## src/rtl/letter_entry.sv

```systemverilog
// letter_entry: collects four debounced letter entries into a guess word and
// hands it to the game core with a valid/ready handshake.
//
// Ports
//   clk, rst_n        clock, asynchronous active-low reset
//   switch_input[9:0] [9:3] one-hot letter column (bit9 = column 0), [2:0] group code
//   enter             raw push-button level (idle/released = 1)
//   guess_word[19:0]  four 5-bit letter indices, letter 0 in [4:0]
//   guess_valid       guess_word holds a complete guess
//   guess_ready       downstream accepts the guess
//   letter_count[2:0] letters stored, 0..4
//   cur_letter[4:0]   combinational decode of switch_input, 31 when invalid
//   err_pulse         one-cycle pulse when an entry is rejected
//
// Build option: define LETTER_ENTRY_BACKSPACE_EN so that an entry with
// switch_input == 0 deletes the last stored letter instead of being rejected.
module letter_entry #(
  parameter int unsigned DEBOUNCE_CYCLES = 500000
) (
  input  logic        clk,
  input  logic        rst_n,
  input  logic [9:0]  switch_input,
  input  logic        enter,
  output logic [19:0] guess_word,
  output logic        guess_valid,
  input  logic        guess_ready,
  output logic [2:0]  letter_count,
  output logic [4:0]  cur_letter,
  output logic        err_pulse
);

  localparam int unsigned SLOT_W    = 5;
  localparam int unsigned NUM_SLOTS = 4;
  localparam int unsigned CNT_W     = (DEBOUNCE_CYCLES > 1) ? $clog2(DEBOUNCE_CYCLES) : 1;

`ifdef LETTER_ENTRY_BACKSPACE_EN
  localparam bit BACKSPACE_EN = 1'b1;
`else
  localparam bit BACKSPACE_EN = 1'b0;
`endif

  typedef enum logic {COLLECT = 1'b0, PRESENT = 1'b1} state_e;

  state_e             state_q, state_d;
  logic [1:0]         sync_q, sync_d;
  logic               deb_q, deb_d;
  logic [CNT_W-1:0]   cnt_q, cnt_d;
  logic [19:0]        word_q, word_d;
  logic [2:0]         count_q, count_d;
  logic               err_q, err_d;
  logic               entry_event;

  logic [2:0]         col;
  logic [1:0]         grp;
  logic               grp_ok;
  logic               col_ok;
  logic [4:0]         idx;
  logic               cur_valid;

  // Letter decode: index = 7*group + column, legal only for a single column bit
  always_comb begin
    col = 3'd0;
    for (int i = 0; i < 7; i++) begin
      if (switch_input[9-i]) col = 3'(i);
    end
    col_ok = $onehot(switch_input[9:3]);
    grp    = 2'd0;
    grp_ok = 1'b1;
    case (switch_input[2:0])
      3'b000:  grp = 2'd0;
      3'b001:  grp = 2'd1;
      3'b010:  grp = 2'd2;
      3'b100:  grp = 2'd3;
      default: grp_ok = 1'b0;
    endcase
    idx        = 5'(grp) * 5'd7 + 5'(col);
    cur_valid  = col_ok && grp_ok && (idx <= 5'd25);
    cur_letter = cur_valid ? idx : 5'd31;
  end

  // Synchronizer shift and debouncer: level follows only after a full stable run
  always_comb begin
    sync_d = {sync_q[0], enter};
    deb_d  = deb_q;
    cnt_d  = '0;
    if (sync_q[1] != deb_q) begin
      if (cnt_q == CNT_W'(DEBOUNCE_CYCLES - 1)) begin
        deb_d = sync_q[1];
      end else begin
        cnt_d = cnt_q + CNT_W'(1);
      end
    end
  end

  // One event per debounced 1->0 transition, acted on at the edge it occurs
  assign entry_event = deb_q && !deb_d;

  // State register
  always_ff @(posedge clk or negedge rst_n) begin
    if (!rst_n) state_q <= COLLECT;
    else        state_q <= state_d;
  end

  // Next-state logic
  always_comb begin
    state_d = state_q;
    case (state_q)
      COLLECT: if (entry_event && cur_valid && count_q == 3'd3) state_d = PRESENT;
      PRESENT: if (guess_ready) state_d = COLLECT;
      default: state_d = COLLECT;
    endcase
  end

  // Storage and error logic per state
  always_comb begin
    word_d  = word_q;
    count_d = count_q;
    err_d   = 1'b0;
    case (state_q)
      COLLECT: begin
        if (entry_event) begin
          if (BACKSPACE_EN && switch_input == 10'd0) begin
            if (count_q == 3'd0) begin
              err_d = 1'b1;
            end else begin
              for (int i = 0; i < NUM_SLOTS; i++) begin
                if (count_q == 3'(i + 1)) word_d[SLOT_W*i +: SLOT_W] = '0;
              end
              count_d = count_q - 3'd1;
            end
          end else if (cur_valid) begin
            for (int i = 0; i < NUM_SLOTS; i++) begin
              if (count_q == 3'(i)) word_d[SLOT_W*i +: SLOT_W] = cur_letter;
            end
            count_d = count_q + 3'd1;
          end else begin
            err_d = 1'b1;
          end
        end
      end
      PRESENT: begin
        // Events are ignored here; only the handshake changes storage
        if (guess_ready) begin
          word_d  = '0;
          count_d = '0;
        end
      end
      default: ;
    endcase
  end

  // Datapath registers
  always_ff @(posedge clk or negedge rst_n) begin
    if (!rst_n) begin
      sync_q  <= 2'b11;
      deb_q   <= 1'b1;
      cnt_q   <= '0;
      word_q  <= '0;
      count_q <= '0;
      err_q   <= 1'b0;
    end else begin
      sync_q  <= sync_d;
      deb_q   <= deb_d;
      cnt_q   <= cnt_d;
      word_q  <= word_d;
      count_q <= count_d;
      err_q   <= err_d;
    end
  end

  assign guess_word   = word_q;
  assign guess_valid  = (state_q == PRESENT);
  assign letter_count = count_q;
  assign err_pulse    = err_q;

endmodule

```

## config.mk

```make
export PLATFORM = sky130hd
export DESIGN_NAME = letter_entry
export DESIGN_NICKNAME = d
export VERILOG_FILES = /design/src/rtl/letter_entry.sv
export SDC_FILE = /design/constraint.sdc
export NUM_CORES = 1
export LEC_CHECK = 0
export BUFFER_PORTS_ARGS = -buffer_cell sky130_fd_sc_hd__buf_2
export CAP_MARGIN = 40
export CORE_UTILIZATION = 51
export CTS_CLUSTER_DIAMETER = 50
export DETAILED_ROUTE_END_ITERATION = 7
export PLACE_DENSITY = 0.76
export SYNTH_ARGS = -nofsm -noshare
export SYNTH_HDL_FRONTEND = slang
export SYNTH_SLANG_ARGS = --single-unit
```

## constraint.sdc

```tcl
create_clock -name clk -period 2.76 [get_ports clk]
set_input_delay 0.138 -clock clk [delete_from_list [all_inputs] [get_ports clk]]
set_output_delay 0.138 -clock clk [all_outputs]
set_load 0.01 [all_outputs]
```

Word level (Yosys, flattened, before mapping)
Cells that the tools add are included.
Word-level totals
  input bits: 14
  flip-flop bits (word level): 47
Cells by class
  add/sub/neg operators: 9
  bitwise logic cells: 1
  multiplexer cells: 31
  multiply operators: 1
  eq/ne operators: 16
  order comparisons: 1
  reduce and logical (&&, ||, !) cells: 14
Operator list (count)
  2-to-1 mux 20 bit: 3
  case mux 20 bit (2 select lines): 1
  2-to-1 mux 19 bit: 2
  2-to-1 mux 5 bit: 5
  adder 19 x 1 -> 19 bit (second input constant): 1
  == test 19 bit (second input constant): 1
  2-to-1 mux 3 bit: 6
  AND reduction 4 bit: 4
  inequality test 2 bit (second input constant): 7
  == test 3 x 1 -> 1 bit (second input constant): 3
  == test 3 x 2 -> 1 bit (second input constant): 3
  2-to-1 mux 1 bit: 9
  adder 1 x 1 -> 2 bit: 3
  logical NOT 3 bit: 2
  case mux 2 bit (3 select lines): 1
  case mux 3 bit (2 select lines): 1
  adder 5 x 3 -> 5 bit: 1
  <= comparator 5 bit (second input constant): 1
  logical AND 1 bit: 5
  multiplier 2 x 3 -> 5 bit (second input constant): 1
  2-to-1 mux 2 bit: 2
  OR reduction 4 bit: 1
  adder 2 x 1 -> 3 bit: 1
  adder 2 x 2 -> 3 bit: 1
  8 further kinds: 8

Logic depth before layout (Yosys ltp)
  depth after elaboration: 14
  depth in mapped cells: 13
  mapped depth without buffers: 12

Worst setup path after synthesis
No wires, ideal clock.
  kind: in2reg
  start: in switch_input[3]
  end: reg word_q[16] (netlist: guess_word[16])
  slack: -0.557 ns
  data required time: 2.635 ns
  stages on the path: 9
  arrival: 3.193 ns
  setup time: 0.125 ns
  path through: fa_1 > inv_1 > fa_1 > fa_1 > fa_1 > nand2_1 > or3_4 > or4_4 > mux2_2
Between the ends
  cells in the longest elaborated chain, start to end: 11
  elaborated cells between the ends (all ways): 16
  classes of those cells: add/sub: 4; order compare: 1; eq/ne: 2; mux: 6; reduce/logical: 3
Ends and longest elaborated chain
  from (decl): line 22  | input logic [9:0] switch_input,
  adder 1 x 1 -> 2 bit (not written as such): line 66  | col_ok = $onehot(switch_input[9:3]);
  adder 2 x 2 -> 3 bit (not written as such): line 66
  adder 3 bit (not written as such): line 66
  == test 3 x 1 -> 1 bit: line 66
  logical AND 1 bit (2 in a row): line 77  | cur_valid = col_ok && grp_ok && (idx <= 5'd25);
  2-to-1 mux 5 bit (*): line 78  | cur_letter = cur_valid ? idx : 5'd31;
  net cur_letter[1]: line 28  | output logic [4:0] cur_letter,
  2-to-1 mux 5 bit (*): line 133  | if (count_q == 3'(i)) word_d[SLOT_W*i +: SLOT_W] = cur_letter;
  2-to-1 mux 20 bit (*): line 131  | end else if (cur_valid) begin
  2-to-1 mux 20 bit (*): line 121  | if (entry_event) begin
  case mux 20 bit (2 select lines) (*): line 119  | case (state_q)
  to (signal assigned): line 165  | word_q <= word_d;
  to (decl): line 48  | logic [19:0] word_q, word_d;
Mark *: on every way through the listed nets, which the timed path passes. The rest lies on a longest branch. The select of a mux whose other input is x is not followed.
A chain may end at the register's enable or synchronous reset.

Worst setup path in the final report
  start: in switch_input[3]
  end: out cur_letter[1]
Between the ends
  cells in the longest elaborated chain, start to end: 7
  elaborated cells between the ends (all ways): 10
  classes of those cells: add/sub: 4; order compare: 1; eq/ne: 1; mux: 2; reduce/logical: 2
Ends and longest elaborated chain (line)
  adder 1 x 1 -> 2 bit (not written as such): 66
  adder 2 x 2 -> 3 bit (not written as such): 66
  adder 3 bit (not written as such): 66
  == test 3 x 1 -> 1 bit: 66
  logical AND 1 bit (2 in a row): 77
  2-to-1 mux 5 bit (*): 78
  to (decl): 28
Mark *: on every way between the ends. The rest lies on a longest branch, timed or not.

==> results.cfg <==
[cells_and_area]
fill_cells = 383
layout.nets = 380
syn2layout_area_growth_pct = 29.0
drive_gt1_frac = 0.317
final_core_util = 0.690
diodes = 0

[worst_setup_path]
r2r-end = guess_word[19]
r2r_start = cnt_q[5]
worstPathRequired_ps = 2620
rr_worst_depth = 5
r2r_slack_ps = 650
critPathCaptureType = output pin
worstSetupPathType = in2out
arrival_ps = 3170
crit_path_start_kind = input port
cp_max_fo = 2

[timing]
finalMaxSlewViolations = 0
worst_slew_pin_slew_ps = 485
fin_crit_sh = 1.20
fin_ws_ps = -546
rsz0062_at_grt = true
fin_skew_ps = 13.9
max_freq_mhz = 303
min_period_ps = 3310
slew_headroom = 0.674
hold_ws_ps = 66.2
hold_violations = 0
setup_viol_count_final = 28

[global_routing]
grt_max_degree = 39
grt_pass1_vias = 2220
grt_pass1_wl_um = 9900
antenna_found_initial = 0
grt_usage = 0.232
overflow = 0

[drt]
ant_nets = 0
drt_iter0_markers = 118
wl_per_cell_um = 14.9
drt-vias-per-instance = 5.42
totalWireLength_um = 6270
first_pass_iters = 4
via_count = 2277
drc = 0

[clock_network]
htree_levels = 2
worstSkewPairLatency_ps = 300
cts_sinks = 47
cts_root_buffer = clkbuf_8
clk_pin_slew_worst_paths_ps = 90
cts.path.max_buffers = 2
cts_tree = done
cts_buffers = 5

[synthesis]
yosys.area.top_type = dfrtp_1
synth_warnings = 0
synth_top_cells_by_count = dfrtp_1, nand2_1, inv_1
synth-edff-count = 0
post_synth.cell_area_avg_sq_um = 10.1
netlist_area_sq_mm = 0.00275
synth.most_common_cell = dfrtp_1
ys.flop_type = dfrtp_1
syn_nets = 304
syn_inst = 273
synthTopCellsByArea = dfrtp_1, mux2i_1, fa_1, ha_1, nand2_1
ys_ff_latch = 47
ys_seq_area_frac = 0.429
ys_types = 46
synth_top_area_share = 0.400
ys_async_sr_fraction = 1.00

[job]
maxCapViolCount = 0

[min_path]
hold_path.class = in2reg
hp-start = guess_ready
holdPathStages = 2
holdPathEnd = guess_valid

[die]
core-area_sq_mm = 0.00514
rows = 26
initial_core_util = 0.535
dieArea_sq_mm = 0.00569
die-height_um = 75.4
die_w_um = 75.4
ioPinCount = 44

[placement]
hpwlAfterDp_um = 4390
port_buffers = 43
dp_slack_ps = -702
place_congestion = 0.849

[pwr]
pwr_density_cell_mw_per_mm2 = 421
leakage_uw = 0.00176
vdd_ir_drop_max_mv = 0.310

[outcome]
status = complete, but fails checks
violations = setup timing
[cells by family (layout without fill, tap and decap cells)]
| family | count (synthesis) | count (layout) | share of synthesized area |
|---|---|---|---|
| compound gates | 26 | 26 | 0.0623 |
| xor+xnor | 17 | 17 | 0.0541 |
| fa+ha+maj | 18 | 18 | 0.101 |
| buf+inv | 30 | 107 | 0.0419 |
| flops | 47 | 47 | 0.429 |
| mux | 24 | 24 | 0.0892 |
| simple gates | 111 | 111 | 0.223 |
[power breakdown]
group	total [uW]	switching, uW	internal (uW)
combinational	349	184	165
clock	443	238	205
sequential	702	6.36	696
total	1490	428	1070
[worst max-delay path by stage]
| stage | from | end | slack, ps | cells past startpoint |
|---|---|---|---|---|
| final | switch_input[3] | cur_letter[1] | -550 | 10 |
| after global routing | switch_input[3] | cur_letter[1] | -590 | 10 |
| after CTS | switch_input[3] | cur_letter[1] | -520 | 10 |
| after detailed placement | switch_input[3] | guess_word[1] | -700 | 12 |
| after global placement | switch_input[3] | guess_word[1] | -610 | 12 |
| after floorplan | switch_input[3] | guess_word[16] | -490 | 9 |
[layout by cell type (no fill, tap or decap), types with 5 or more instances in the layout]
cell	n
buf_2	39
xnor2_1	8
or3_1	5
nor2_1	19
nand3_1	8
xor2_1	7
ha_1	10
dfrtp_1	44
buf_4	24
a21oi_1	8
nor4_1	8
mux2i_1	20
inv_1	21
clkbuf_8	6
nand4_1	7
nand2_1	31
fa_1	6
buf_6	12
nand2b_1	5
[layout make-up]
cell class,instances,area [sq um],share of cell area
clock buffers,6,82.6,0.0233
clock inverters,2,16.3,0.00458
inverters,21,78.8,0.0222
multi-input cells,196,1550,0.438
flip-flops and latches,47,1180,0.333
well taps,70,87.6,0.0247
repair buffers,78,551,0.155
[layer usage]
layer | GRT usage | part of all wire | routed length [um]
met5 | 0 | 0 | 0
met4 | 0.0823 | 0.010 | 65
met3 | 0.0437 | 0.044 | 276
met2 | 0.430 | 0.54 | 3410
met1 | 0.266 | 0.40 | 2510
[per-stage QoR]
| step | setup TNS (ps) | cell area [sq um] | std cells | power (uW) |
|---|---|---|---|---|
| 2_1_floorplan | -6880 | 2760 | 273 | 869 |
| 3_3_place_gp | -10500 | 3250 | 407 | 988 |
| 3_5_place_dp | -11690 | 3270 | 408 | 999 |
| 4_1_cts | -4610 | 3540 | 423 | 1480 |
| 5_1_grt | -6470 | 3550 | 420 | 1560 |
| 6_report | -3590 | 3550 | 420 | 1490 |
[critical path, stage by stage]
cell and delay (ps):
buf_6 100, fa_1 530, inv_1 50, fa_1 450, fa_2 350, fa_1 480, nand2_1 70, or3_4 340
or4_4 510, buf_6 140
[what timing repair did]
item | in CTS | in global routing
gates resized for setup | 24 | 8
cloned | 0 | 0
endpoints found under the hold margin | 45 | 0
setup endpoints to repair | 24 | 30
pin swaps | 4 | 1
setup buffers | 5 | 1
hold buffers | 2 | 0
[state kept, by name (all words and copies together), names as in the netlist]
name          count
guess_word       20
cnt_q            19
letter_count      3
guess_valid       1
err_pulse         1
deb_q             1
sync_q            2
Power figures use the tool's default switching activity.
